<file path="config.mk">
export PLATFORM = sky130hd
export DESIGN_NAME = apb_master_bridge
export DESIGN_NICKNAME = d
export VERILOG_FILES = /design/src/rtl/apb_master_bridge.sv
export SDC_FILE = /design/constraint.sdc
export NUM_CORES = 1
export LEC_CHECK = 0
export BUFFER_PORTS_ARGS = -buffer_cell sky130_fd_sc_hd__buf_2
export CORE_ASPECT_RATIO = 0.7
export CORE_MARGIN = 10
export CORE_UTILIZATION = 40
export CTS_CLUSTER_SIZE = 20
export DETAILED_ROUTE_END_ITERATION = 10
export PLACE_DENSITY = 0.74
export RECOVER_POWER = 25
export SLEW_MARGIN = 5
export SYNTH_ARGS = -nofsm -noshare
export SYNTH_HDL_FRONTEND = slang
export SYNTH_SLANG_ARGS = --single-unit
</file>
<file path="constraint.sdc">
create_clock -name clk -period 5.09 [get_ports clk]
set_input_delay 1.018 -clock clk [delete_from_list [all_inputs] [get_ports clk]]
set_output_delay 1.018 -clock clk [all_outputs]
set_load 0.05 [all_outputs]
</file>
<file path="src/rtl/apb_master_bridge.sv">
`default_nettype none
// ============================================================================
// Module   : apb_master_bridge
// Purpose  : APB3 initiator. Turns a single-outstanding request/response
//            command interface into APB3 transfers, decodes each address
//            against the APB and DUT windows, and aborts transfers whose
//            wait states exceed MAX_WAIT_STATES.
// Ports    : clk, rst                  - clock, synchronous active-high reset
//            req_valid/ready/write/addr/wdata - command channel
//            rsp_valid/rdata/slverr/decerr/timeout - response channel
//                                       (rsp_valid is a one-cycle pulse)
//            PSEL/PENABLE/PWRITE/PADDR/PWDATA/PRDATA/PREADY/PSLVERR - APB3
// Revision : 1.0 - initial release
// ============================================================================
module apb_master_bridge #(
    parameter logic [31:0] DUT_START_ADDRESS = 32'h8c000000,
    parameter logic [31:0] DUT_END_ADDRESS   = 32'h8c000598,
    parameter logic [31:0] APB_START_ADDRESS = 32'h8c000000,
    parameter logic [31:0] APB_END_ADDRESS   = 32'h8c001000,
    parameter int          MAX_WAIT_STATES   = 32
) (
    input  logic        clk,
    input  logic        rst,
    // command channel
    input  logic        req_valid,
    output logic        req_ready,
    input  logic        req_write,
    input  logic [31:0] req_addr,
    input  logic [31:0] req_wdata,
    // response channel
    output logic        rsp_valid,
    output logic [31:0] rsp_rdata,
    output logic        rsp_slverr,
    output logic        rsp_decerr,
    output logic        rsp_timeout,
    // APB3
    output logic        PSEL,
    output logic        PENABLE,
    output logic        PWRITE,
    output logic [31:0] PADDR,
    output logic [31:0] PWDATA,
    input  logic [31:0] PRDATA,
    input  logic        PREADY,
    input  logic        PSLVERR
);

    localparam int          c_WAIT_W   = $clog2(MAX_WAIT_STATES + 1);
    localparam logic [c_WAIT_W-1:0] c_WAIT_MAX = c_WAIT_W'(MAX_WAIT_STATES);
    localparam logic [c_WAIT_W-1:0] c_WAIT_ONE = c_WAIT_W'(1);

    localparam logic [1:0] c_IDLE   = 2'd0;
    localparam logic [1:0] c_SETUP  = 2'd1;
    localparam logic [1:0] c_ACCESS = 2'd2;
    localparam logic [1:0] c_RESP   = 2'd3;

    logic [1:0]          state_q,     state_d;
    logic [c_WAIT_W-1:0] wait_cnt_q,  wait_cnt_d;
    logic                req_ready_q, req_ready_d;
    logic                rsp_valid_q, rsp_valid_d;
    logic [31:0]         rsp_rdata_q, rsp_rdata_d;
    logic                slverr_q,    slverr_d;
    logic                decerr_q,    decerr_d;
    logic                timeout_q,   timeout_d;
    logic                psel_q,      psel_d;
    logic                penable_q,   penable_d;
    logic                pwrite_q,    pwrite_d;
    logic [31:0]         paddr_q,     paddr_d;
    logic [31:0]         pwdata_q,    pwdata_d;

    logic w_misaligned;
    logic w_in_apb;
    logic w_in_dut;

    assign w_misaligned = (req_addr[1:0] != 2'b00);
    assign w_in_apb     = (req_addr >= APB_START_ADDRESS) && (req_addr <= APB_END_ADDRESS);
    assign w_in_dut     = (req_addr >= DUT_START_ADDRESS) && (req_addr <= DUT_END_ADDRESS);

    // All outputs are registers; the next-state logic below computes their
    // values for the state being entered, so each output lines up with the
    // state it belongs to.
    always_comb begin
        state_d     = state_q;
        wait_cnt_d  = wait_cnt_q;
        rsp_valid_d = 1'b0;
        rsp_rdata_d = rsp_rdata_q;
        slverr_d    = 1'b0;
        decerr_d    = 1'b0;
        timeout_d   = 1'b0;
        psel_d      = 1'b0;
        penable_d   = 1'b0;
        pwrite_d    = pwrite_q;
        paddr_d     = paddr_q;
        pwdata_d    = pwdata_q;

        case (state_q)
            c_IDLE: begin
                if (req_valid) begin
                    if (w_misaligned || !w_in_apb) begin
                        state_d     = c_RESP;
                        rsp_valid_d = 1'b1;
                        rsp_rdata_d = 32'h0;
                        decerr_d    = 1'b1;
                    end else if (!w_in_dut) begin
                        // Default slave: complete with zero data, bus untouched.
                        state_d     = c_RESP;
                        rsp_valid_d = 1'b1;
                        rsp_rdata_d = 32'h0;
                    end else begin
                        // Only DUT-bound commands load the APB address/data
                        // registers, so the bus is quiet for the other cases.
                        state_d  = c_SETUP;
                        psel_d   = 1'b1;
                        pwrite_d = req_write;
                        paddr_d  = req_addr;
                        pwdata_d = req_wdata;
                    end
                end
            end

            c_SETUP: begin
                state_d   = c_ACCESS;
                psel_d    = 1'b1;
                penable_d = 1'b1;
            end

            c_ACCESS: begin
                if (PREADY) begin
                    state_d     = c_RESP;
                    rsp_valid_d = 1'b1;
                    slverr_d    = PSLVERR;
                    rsp_rdata_d = (!pwrite_q && !PSLVERR) ? PRDATA : 32'h0;
                end else if (wait_cnt_q == c_WAIT_MAX) begin
                    state_d     = c_RESP;
                    rsp_valid_d = 1'b1;
                    timeout_d   = 1'b1;
                    rsp_rdata_d = 32'h0;
                end else begin
                    wait_cnt_d = wait_cnt_q + c_WAIT_ONE;
                    psel_d     = 1'b1;
                    penable_d  = 1'b1;
                end
            end

            c_RESP: begin
                state_d    = c_IDLE;
                wait_cnt_d = '0;
            end

            default: begin
                state_d    = c_IDLE;
                wait_cnt_d = '0;
            end
        endcase

        req_ready_d = (state_d == c_IDLE);
    end

    always_ff @(posedge clk) begin
        if (rst) begin
            state_q     <= c_IDLE;
            wait_cnt_q  <= '0;
            req_ready_q <= 1'b1;
            rsp_valid_q <= 1'b0;
            rsp_rdata_q <= 32'h0;
            slverr_q    <= 1'b0;
            decerr_q    <= 1'b0;
            timeout_q   <= 1'b0;
            psel_q      <= 1'b0;
            penable_q   <= 1'b0;
            pwrite_q    <= 1'b0;
            paddr_q     <= 32'h0;
            pwdata_q    <= 32'h0;
        end else begin
            state_q     <= state_d;
            wait_cnt_q  <= wait_cnt_d;
            req_ready_q <= req_ready_d;
            rsp_valid_q <= rsp_valid_d;
            rsp_rdata_q <= rsp_rdata_d;
            slverr_q    <= slverr_d;
            decerr_q    <= decerr_d;
            timeout_q   <= timeout_d;
            psel_q      <= psel_d;
            penable_q   <= penable_d;
            pwrite_q    <= pwrite_d;
            paddr_q     <= paddr_d;
            pwdata_q    <= pwdata_d;
        end
    end

    assign req_ready   = req_ready_q;
    assign rsp_valid   = rsp_valid_q;
    assign rsp_rdata   = rsp_rdata_q;
    assign rsp_slverr  = slverr_q;
    assign rsp_decerr  = decerr_q;
    assign rsp_timeout = timeout_q;
    assign PSEL        = psel_q;
    assign PENABLE     = penable_q;
    assign PWRITE      = pwrite_q;
    assign PADDR       = paddr_q;
    assign PWDATA      = pwdata_q;

endmodule
`default_nettype wire

</file>
# Yosys cells after proc, flatten, opt, wreduce, memory -nomap -nowiden
# Cells that the tools add are included.
op_classes:
  addsub: 1
  n_lt_le_gt_ge: 3
  n_eq_ne: 9
  n_mux: 30
  n_bitwise: 5
  reduce_logical: 18
ops:
  columns: ["op", "count"]
  rows:
  - ["$mux W32", 6]
  - ["$le A32 B32 Y1 const B", 2]
  - ["$pmux W32 S2", 1]
  - ["$ge A32 B32 Y1 const B", 1]
  - ["$mux W6", 2]
  - ["$pmux W6 S2", 1]
  - ["$mux W1", 11]
  - ["$mux W2", 5]
  - ["$reduce_or A3 Y1", 3]
  - ["$pmux W2 S4", 1]
  - ["$reduce_and A4 Y1", 2]
  - ["$add A6 B1 Y6 const B", 1]
  - ["$eq A6 B6 Y1 const B", 1]
  - ["$ne A2 B2 Y1 const B", 3]
  - ["$ne A3 B3 Y1 const B", 2]
  - ["$reduce_bool A2 Y1", 3]
  - ["$not A1 Y1", 5]
  - ["$eq A2 B2 Y1 const B", 2]
  - ["$logic_not A2 Y1", 2]
  - ["$pmux W1 S2", 2]
  - ["$logic_and A1 B1 Y1", 3]
  - ["$logic_not A1 Y1", 3]
  - ["$pmux W1 S3", 1]
  - ["$reduce_and A3 Y1", 1]
  - ["2 further kinds", 2]
word_totals:
  reg_bits: 112
  inputBits: 102
  out_inout_bits: 104
  elab_cells: 79

# Logic depth before layout (Yosys ltp)
depth:
  word_depth: 8
  depth_mapped: 9
  ltp_nobuf: 7

# Least setup slack after synthesis
# Ideal clock, no wire load.
synth_timing:
  path_type: "input port to flip-flop"
  startpoint: "input req_addr[20]"
  endpoint: "register paddr_q[2] (netlist: PADDR[2])"
  setup_ns: 0.072
  t_arrival_ns: 2.753
  required_time_ns: 5.018
  slack_ns: 2.266
  cell_stages: 7
  n_path_buf: 2
  cell_sequence: "or4_1 -> nor4b_4 -> nand4_1 -> a21oi_2 -> buf_6 -> buf_8 -> mux2i_1"
synth_between:
  elab_chain_cells: 6
  word_cells_on_any_way: 9
  cone_classes: "order compare (3); bitwise (1); reduce/logical (5)"
synth_rtl:
  columns: ["element", "line", "source"]
  rows:
  - ["start: declaration", "28", "input logic [31:0] req_addr,"]
  - ["$ge A32 B32 Y1 / $le A32 B32 Y1 (equally long branches)", "75, 76", null]
  - ["$logic_and A1 B1 Y1", "75", "assign w_in_apb = (req_addr >= APB_START_ADDRESS) && (req_addr <= APB_END_ADDRESS);"]
  - ["$logic_not A1 Y1", "98", "if (w_misaligned || !w_in_apb) begin"]
  - ["$logic_or A1 B1 Y1", "98", null]
  - ["$not A1 Y1 (no source line)", null, null]
  - ["$reduce_and A4 Y1 (no source line) (*)", null, null]
  - ["end signal: assignment", "185", "paddr_q <= paddr_d;"]
  - ["end: declaration", "67", "logic [31:0] paddr_q, paddr_d;"]
# Every way passes the cells marked *; elsewhere a longest branch is shown, timed or not.
# A chain may end at the register's enable or synchronous reset.

==> results_tabular.tex <==
\begin{tabular}{lr}
\hline
Metric & Value \\
\hline
\multicolumn{2}{l}{\textbf{Yosys}} \\
Synthesized net count & 601 \\
Post-synthesis sequential area ratio & 0.483 \\
Cells after Synth & 493 \\
Cells taking the most area after synthesis & sky130\_fd\_sc\_hd\_\_dfxtp\_1 48\%, sky130\_fd\_sc\_hd\_\_mux2i\_1 16\%, sky130\_fd\_sc\_hd\_\_nand2\_1 13\% \\
Compound-Gate Fraction of Synth Area & 0.0596 \\
Async S/R FF share, synth & 0 \\
Warning count from the yosys run & 0 \\
Number of enable-type register cells in the synthesized netlist & 0 \\
Synthesized cell area & 4640 um2 \\
Area share of and/or/nand/nor cells after synthesis & 0.231 \\
Synthesized area per cell & 9.41 um2 \\
Number of distinct library cells after synthesis & 49 \\
Cell with the most instances after synthesis & sky130\_fd\_sc\_hd\_\_nand2\_1 \\
Area share of the leading cell type in the synthesized netlist & 0.483 \\
Proportion of synthesized area in mux cells & 0.160 \\
Synth area leader & sky130\_fd\_sc\_hd\_\_dfxtp\_1 \\
Most used flip-flop cell after synthesis & sky130\_fd\_sc\_hd\_\_dfxtp\_1 \\
Adder and majority cell fraction of the synthesized area & 0.0162 \\
Flip-flop and latch count after synthesis & 112 \\
Dominant combinational cell family by area after synthesis & simple AND/OR/NAND/NOR gates \\
Xor/xnor cell area share of the yosys netlist & 0.00566 \\
Most frequent cells after synthesis & 155 x sky130\_fd\_sc\_hd\_\_nand2\_1, 112 x sky130\_fd\_sc\_hd\_\_dfxtp\_1, 74 x sky130\_fd\_sc\_hd\_\_mux2i\_1 \\
\multicolumn{2}{l}{\textbf{Clock network}} \\
Maximum buffer depth of the clock tree & 2 \\
Number of levels in the clock H-tree & 3 \\
Count of hold buffers inserted by post-cts repair & 0 \\
CTS tree & built \\
Clock tree sinks & 112 \\
Clock tree root buffer cell & sky130\_fd\_sc\_hd\_\_clkbuf\_16 \\
Number of clock buffers inserted by TritonCTS & 9 \\
Clock latency at the later pin of the worst-skew pair & 0.34 ns \\
Setup bufs post-CTS & 0 \\
Total of cells resized after clock tree synthesis & 0 \\
Clock-pin slew on the worst setup and hold paths & 0.07 ns \\
\multicolumn{2}{l}{\textbf{Worst setup path}} \\
Capture instance of the worst register-to-register path & rsp\_rdata[20] \\
Arrival time at the worst endpoint & 3.92 ns \\
Max Fanout on Critical Path & 72 \\
Flop-to-flop setup slack & 1.89 ns \\
Critical setup path kind & in2reg \\
Timing startpoint of the critical path & rst \\
Worst setup SP type & input port \\
Capturing element of the worst setup path & rsp\_rdata[10] \\
Worst Reg2Reg Path Length in Cells & 8 \\
Required time of the critical path & 5.27 ns \\
Critical Path Sink Type & flop \\
Launching point of the worst reg2reg path & state\_q[0] \\
\multicolumn{2}{l}{\textbf{GRT}} \\
Pin count of the biggest net entering global routing & 73 \\
Number of global-route vias before repair & 4,201 \\
Remaining Overflow, GRT & 0 \\
Antenna violations before repair & 1 \\
GRT Resource Usage Total & 0.156 \\
Global-route wire length before repair & 21,000 um \\
\multicolumn{2}{l}{\textbf{Place}} \\
Dpl cell area & 5730 um2 \\
Weighted congestion reported at the end of routability-driven placement & 0.854 \\
Number of input and output port buffers inserted & 205 \\
Post-DP HPWL & 10,600 um \\
\multicolumn{2}{l}{\textbf{Timing}} \\
Final Skew & 0.00604 ns \\
Setup\_tns & 0 ns \\
Slew at the pin closest to its max-slew limit & 1.42 ns \\
FMAX & 267 MHz \\
Final hold violation count & 0 \\
Smallest hold slack & 0.457 ns \\
Unrepaired setup endpoints after global routing & false \\
Max-slew headroom & 0.0540 \\
Final critical path time including I/O delays and setup & 3.74 ns \\
Final cycle utilization of the critical path & 0.735 \\
Endpoints failing setup & 0 \\
Max-slew violation total from the final report & 0 \\
\multicolumn{2}{l}{\textbf{Routing}} \\
Total routed wirelength & 13,500 um \\
Detailed-route via count & 4,136 \\
DR WL/cell & 16.0 um \\
Count of unresolved DRC violations after routing & 0 \\
First DRT Iteration DRCs & 217 \\
First-pass DRT Iterations & 4 \\
Antenna-violating nets left & 0 \\
Post-DR vias/cell & 4.91 \\
\multicolumn{2}{l}{\textbf{Run}} \\
Max-cap violations & 0 \\
\multicolumn{2}{l}{\textbf{Power and ir drop}} \\
Part of the total power dissipated in sequential elements & 0.408 \\
Clk pwr share & 0.359 \\
Power spent charging and discharging nets & 0.000677 W \\
Internal power summed over all cells & 0.00159 W \\
Power density of the placed cells & 377 nW/um2 \\
Combinational cell fraction of total power & 0.233 \\
Sw Ratio & 0.299 \\
Total leakage power & 2.57 nW \\
Peak supply drop & 182 uV \\
\multicolumn{2}{l}{\textbf{Final layout}} \\
Ant. Diodes & 0 \\
Area added between synthesis and finish & 29.5\% \\
Share of the core filled with cells & 0.538 \\
Final design instance area without fill & 6010 um2 \\
Nets & 792 \\
Count of fill cells added during filler insertion & 1,067 \\
Fraction of final layout cells sized beyond drive strength 1 & 0.274 \\
\multicolumn{2}{l}{\textbf{Die}} \\
CORE AREA & 11,200 um2 \\
Chip Height & 110 um \\
Die Footprint & 16,400 um2 \\
Effective utilization at floorplan & 0.415 \\
Die outline width & 149 um \\
Row Count & 32 \\
Number of primary I/O pins & 206 \\
\multicolumn{2}{l}{\textbf{Min path}} \\
Worst hold-check path type & reg2reg \\
\multicolumn{2}{l}{\textbf{Run status}} \\
Status & finished clean \\
\hline
\end{tabular}
==> per-stage QoR <==
stage	setup WS [ns]	cells	power [W]
after floorplan	2.27	493	0.00136
after detailed placement	1.32	826	0.00148
after CTS	1.66	842	0.00229
after global routing	0.983	842	0.00237
final	1.35	842	0.00226
after global placement	1.43	826	0.00146
==> power groups by stage <==
stage | Combinational, W | Sequential, W | Clock [W]
6_report | 0.000528 | 0.000924 | 0.000813
5_1_grt | 0.000568 | 0.000928 | 0.000869
4_1_cts | 0.000535 | 0.000923 | 0.000834
3_5_place_dp | 0.000534 | 0.000944 | 0
3_3_place_gp | 0.000515 | 0.000942 | 0
2_1_floorplan | 0.000347 | 0.00101 | 0
==> layer usage <==
layer / wire [um] / global-route usage
met3: 958 / 0.0562
met1: 5460 / 0.172
met5: 13 / 0
met4: 219 / 0.0472
met2: 6830 / 0.278
==> flip-flops by register name, summed over array words and instances (netlist names) <==
name / flops
PADDR: 32
PENABLE: 1
PSEL: 1
PWDATA: 32
PWRITE: 1
req_ready: 1
rsp_decerr: 1
rsp_rdata: 32
rsp_slverr: 1
rsp_timeout: 1
rsp_valid: 1
state_q: 2
wait_cnt_q: 6
==> layout make-up <==
| type | count | area, um2 | share of cell area |
|---|---|---|---|
| Sequential cell | 112 | 2240 | 0.373 |
| Multi-Input combinational cell | 344 | 2200 | 0.366 |
| Timing Repair Buffer | 210 | 1000 | 0.167 |
| Clock buffer | 9 | 225 | 0.0375 |
| Tap cell | 153 | 191 | 0.0319 |
| Clock inverter | 7 | 125 | 0.0208 |
| Inverter | 7 | 27.5 | 0.00458 |
==> layout by cell type, fill, tap and decap left out, types with 2 or more instances in the layout <==
master	n
sky130_fd_sc_hd__a21oi_1	6
sky130_fd_sc_hd__clkbuf_1	50
sky130_fd_sc_hd__inv_1	6
sky130_fd_sc_hd__buf_2	155
sky130_fd_sc_hd__a31oi_1	2
sky130_fd_sc_hd__or4_1	4
sky130_fd_sc_hd__nand4_1	6
sky130_fd_sc_hd__clkinvlp_4	2
sky130_fd_sc_hd__a211oi_1	4
sky130_fd_sc_hd__a31o_2	2
sky130_fd_sc_hd__mux2i_1	74
sky130_fd_sc_hd__xor2_1	3
sky130_fd_sc_hd__o22ai_1	2
sky130_fd_sc_hd__ha_1	6
sky130_fd_sc_hd__o21a_1	3
sky130_fd_sc_hd__nor2b_1	2
sky130_fd_sc_hd__buf_4	5
sky130_fd_sc_hd__nor3_1	4
sky130_fd_sc_hd__or3_1	2
sky130_fd_sc_hd__dfxtp_1	112
sky130_fd_sc_hd__nand2_1	155
sky130_fd_sc_hd__o211ai_1	3
sky130_fd_sc_hd__bufinv_16	3
sky130_fd_sc_hd__o2111ai_1	2
sky130_fd_sc_hd__a21o_1	2
sky130_fd_sc_hd__nand2b_1	3
sky130_fd_sc_hd__nor2_1	16
sky130_fd_sc_hd__clkbuf_16	9
sky130_fd_sc_hd__nor3b_1	20
==> worst max-delay path, stage by stage <==
cell and delay (ns):
sky130_fd_sc_hd__clkbuf_1 1.01, sky130_fd_sc_hd__clkinv_2 0.96, sky130_fd_sc_hd__buf_4 0.59, sky130_fd_sc_hd__nand2_1 0.17
sky130_fd_sc_hd__mux2i_1 0.10
==> cells by family after synthesis <==
group	count (synthesis)
XOR/XNOR	3
flip-flops	112
AND/OR/NAND/NOR	226
adder cells (fa/ha/maj)	6
buffers and inverters	37
AO/OA/AOI/OAI	35
multiplexers	74
==> worst min-delay path by stage <==
stage,slack [ns],cells past startpoint,startpoint,endpoint
floorplan,0.50,2,wait_cnt_q[1],wait_cnt_q[1]
global placement,0.44,2,PWDATA[20],PWDATA[20]
finish,0.46,2,PWDATA[15],PWDATA[15]
global route,0.47,2,PWDATA[27],PWDATA[27]
CTS,0.46,2,PWDATA[26],PWDATA[26]
detailed placement,0.45,2,PWDATA[26],PWDATA[26]
Note: power is estimated with default switching activity, not from simulation.
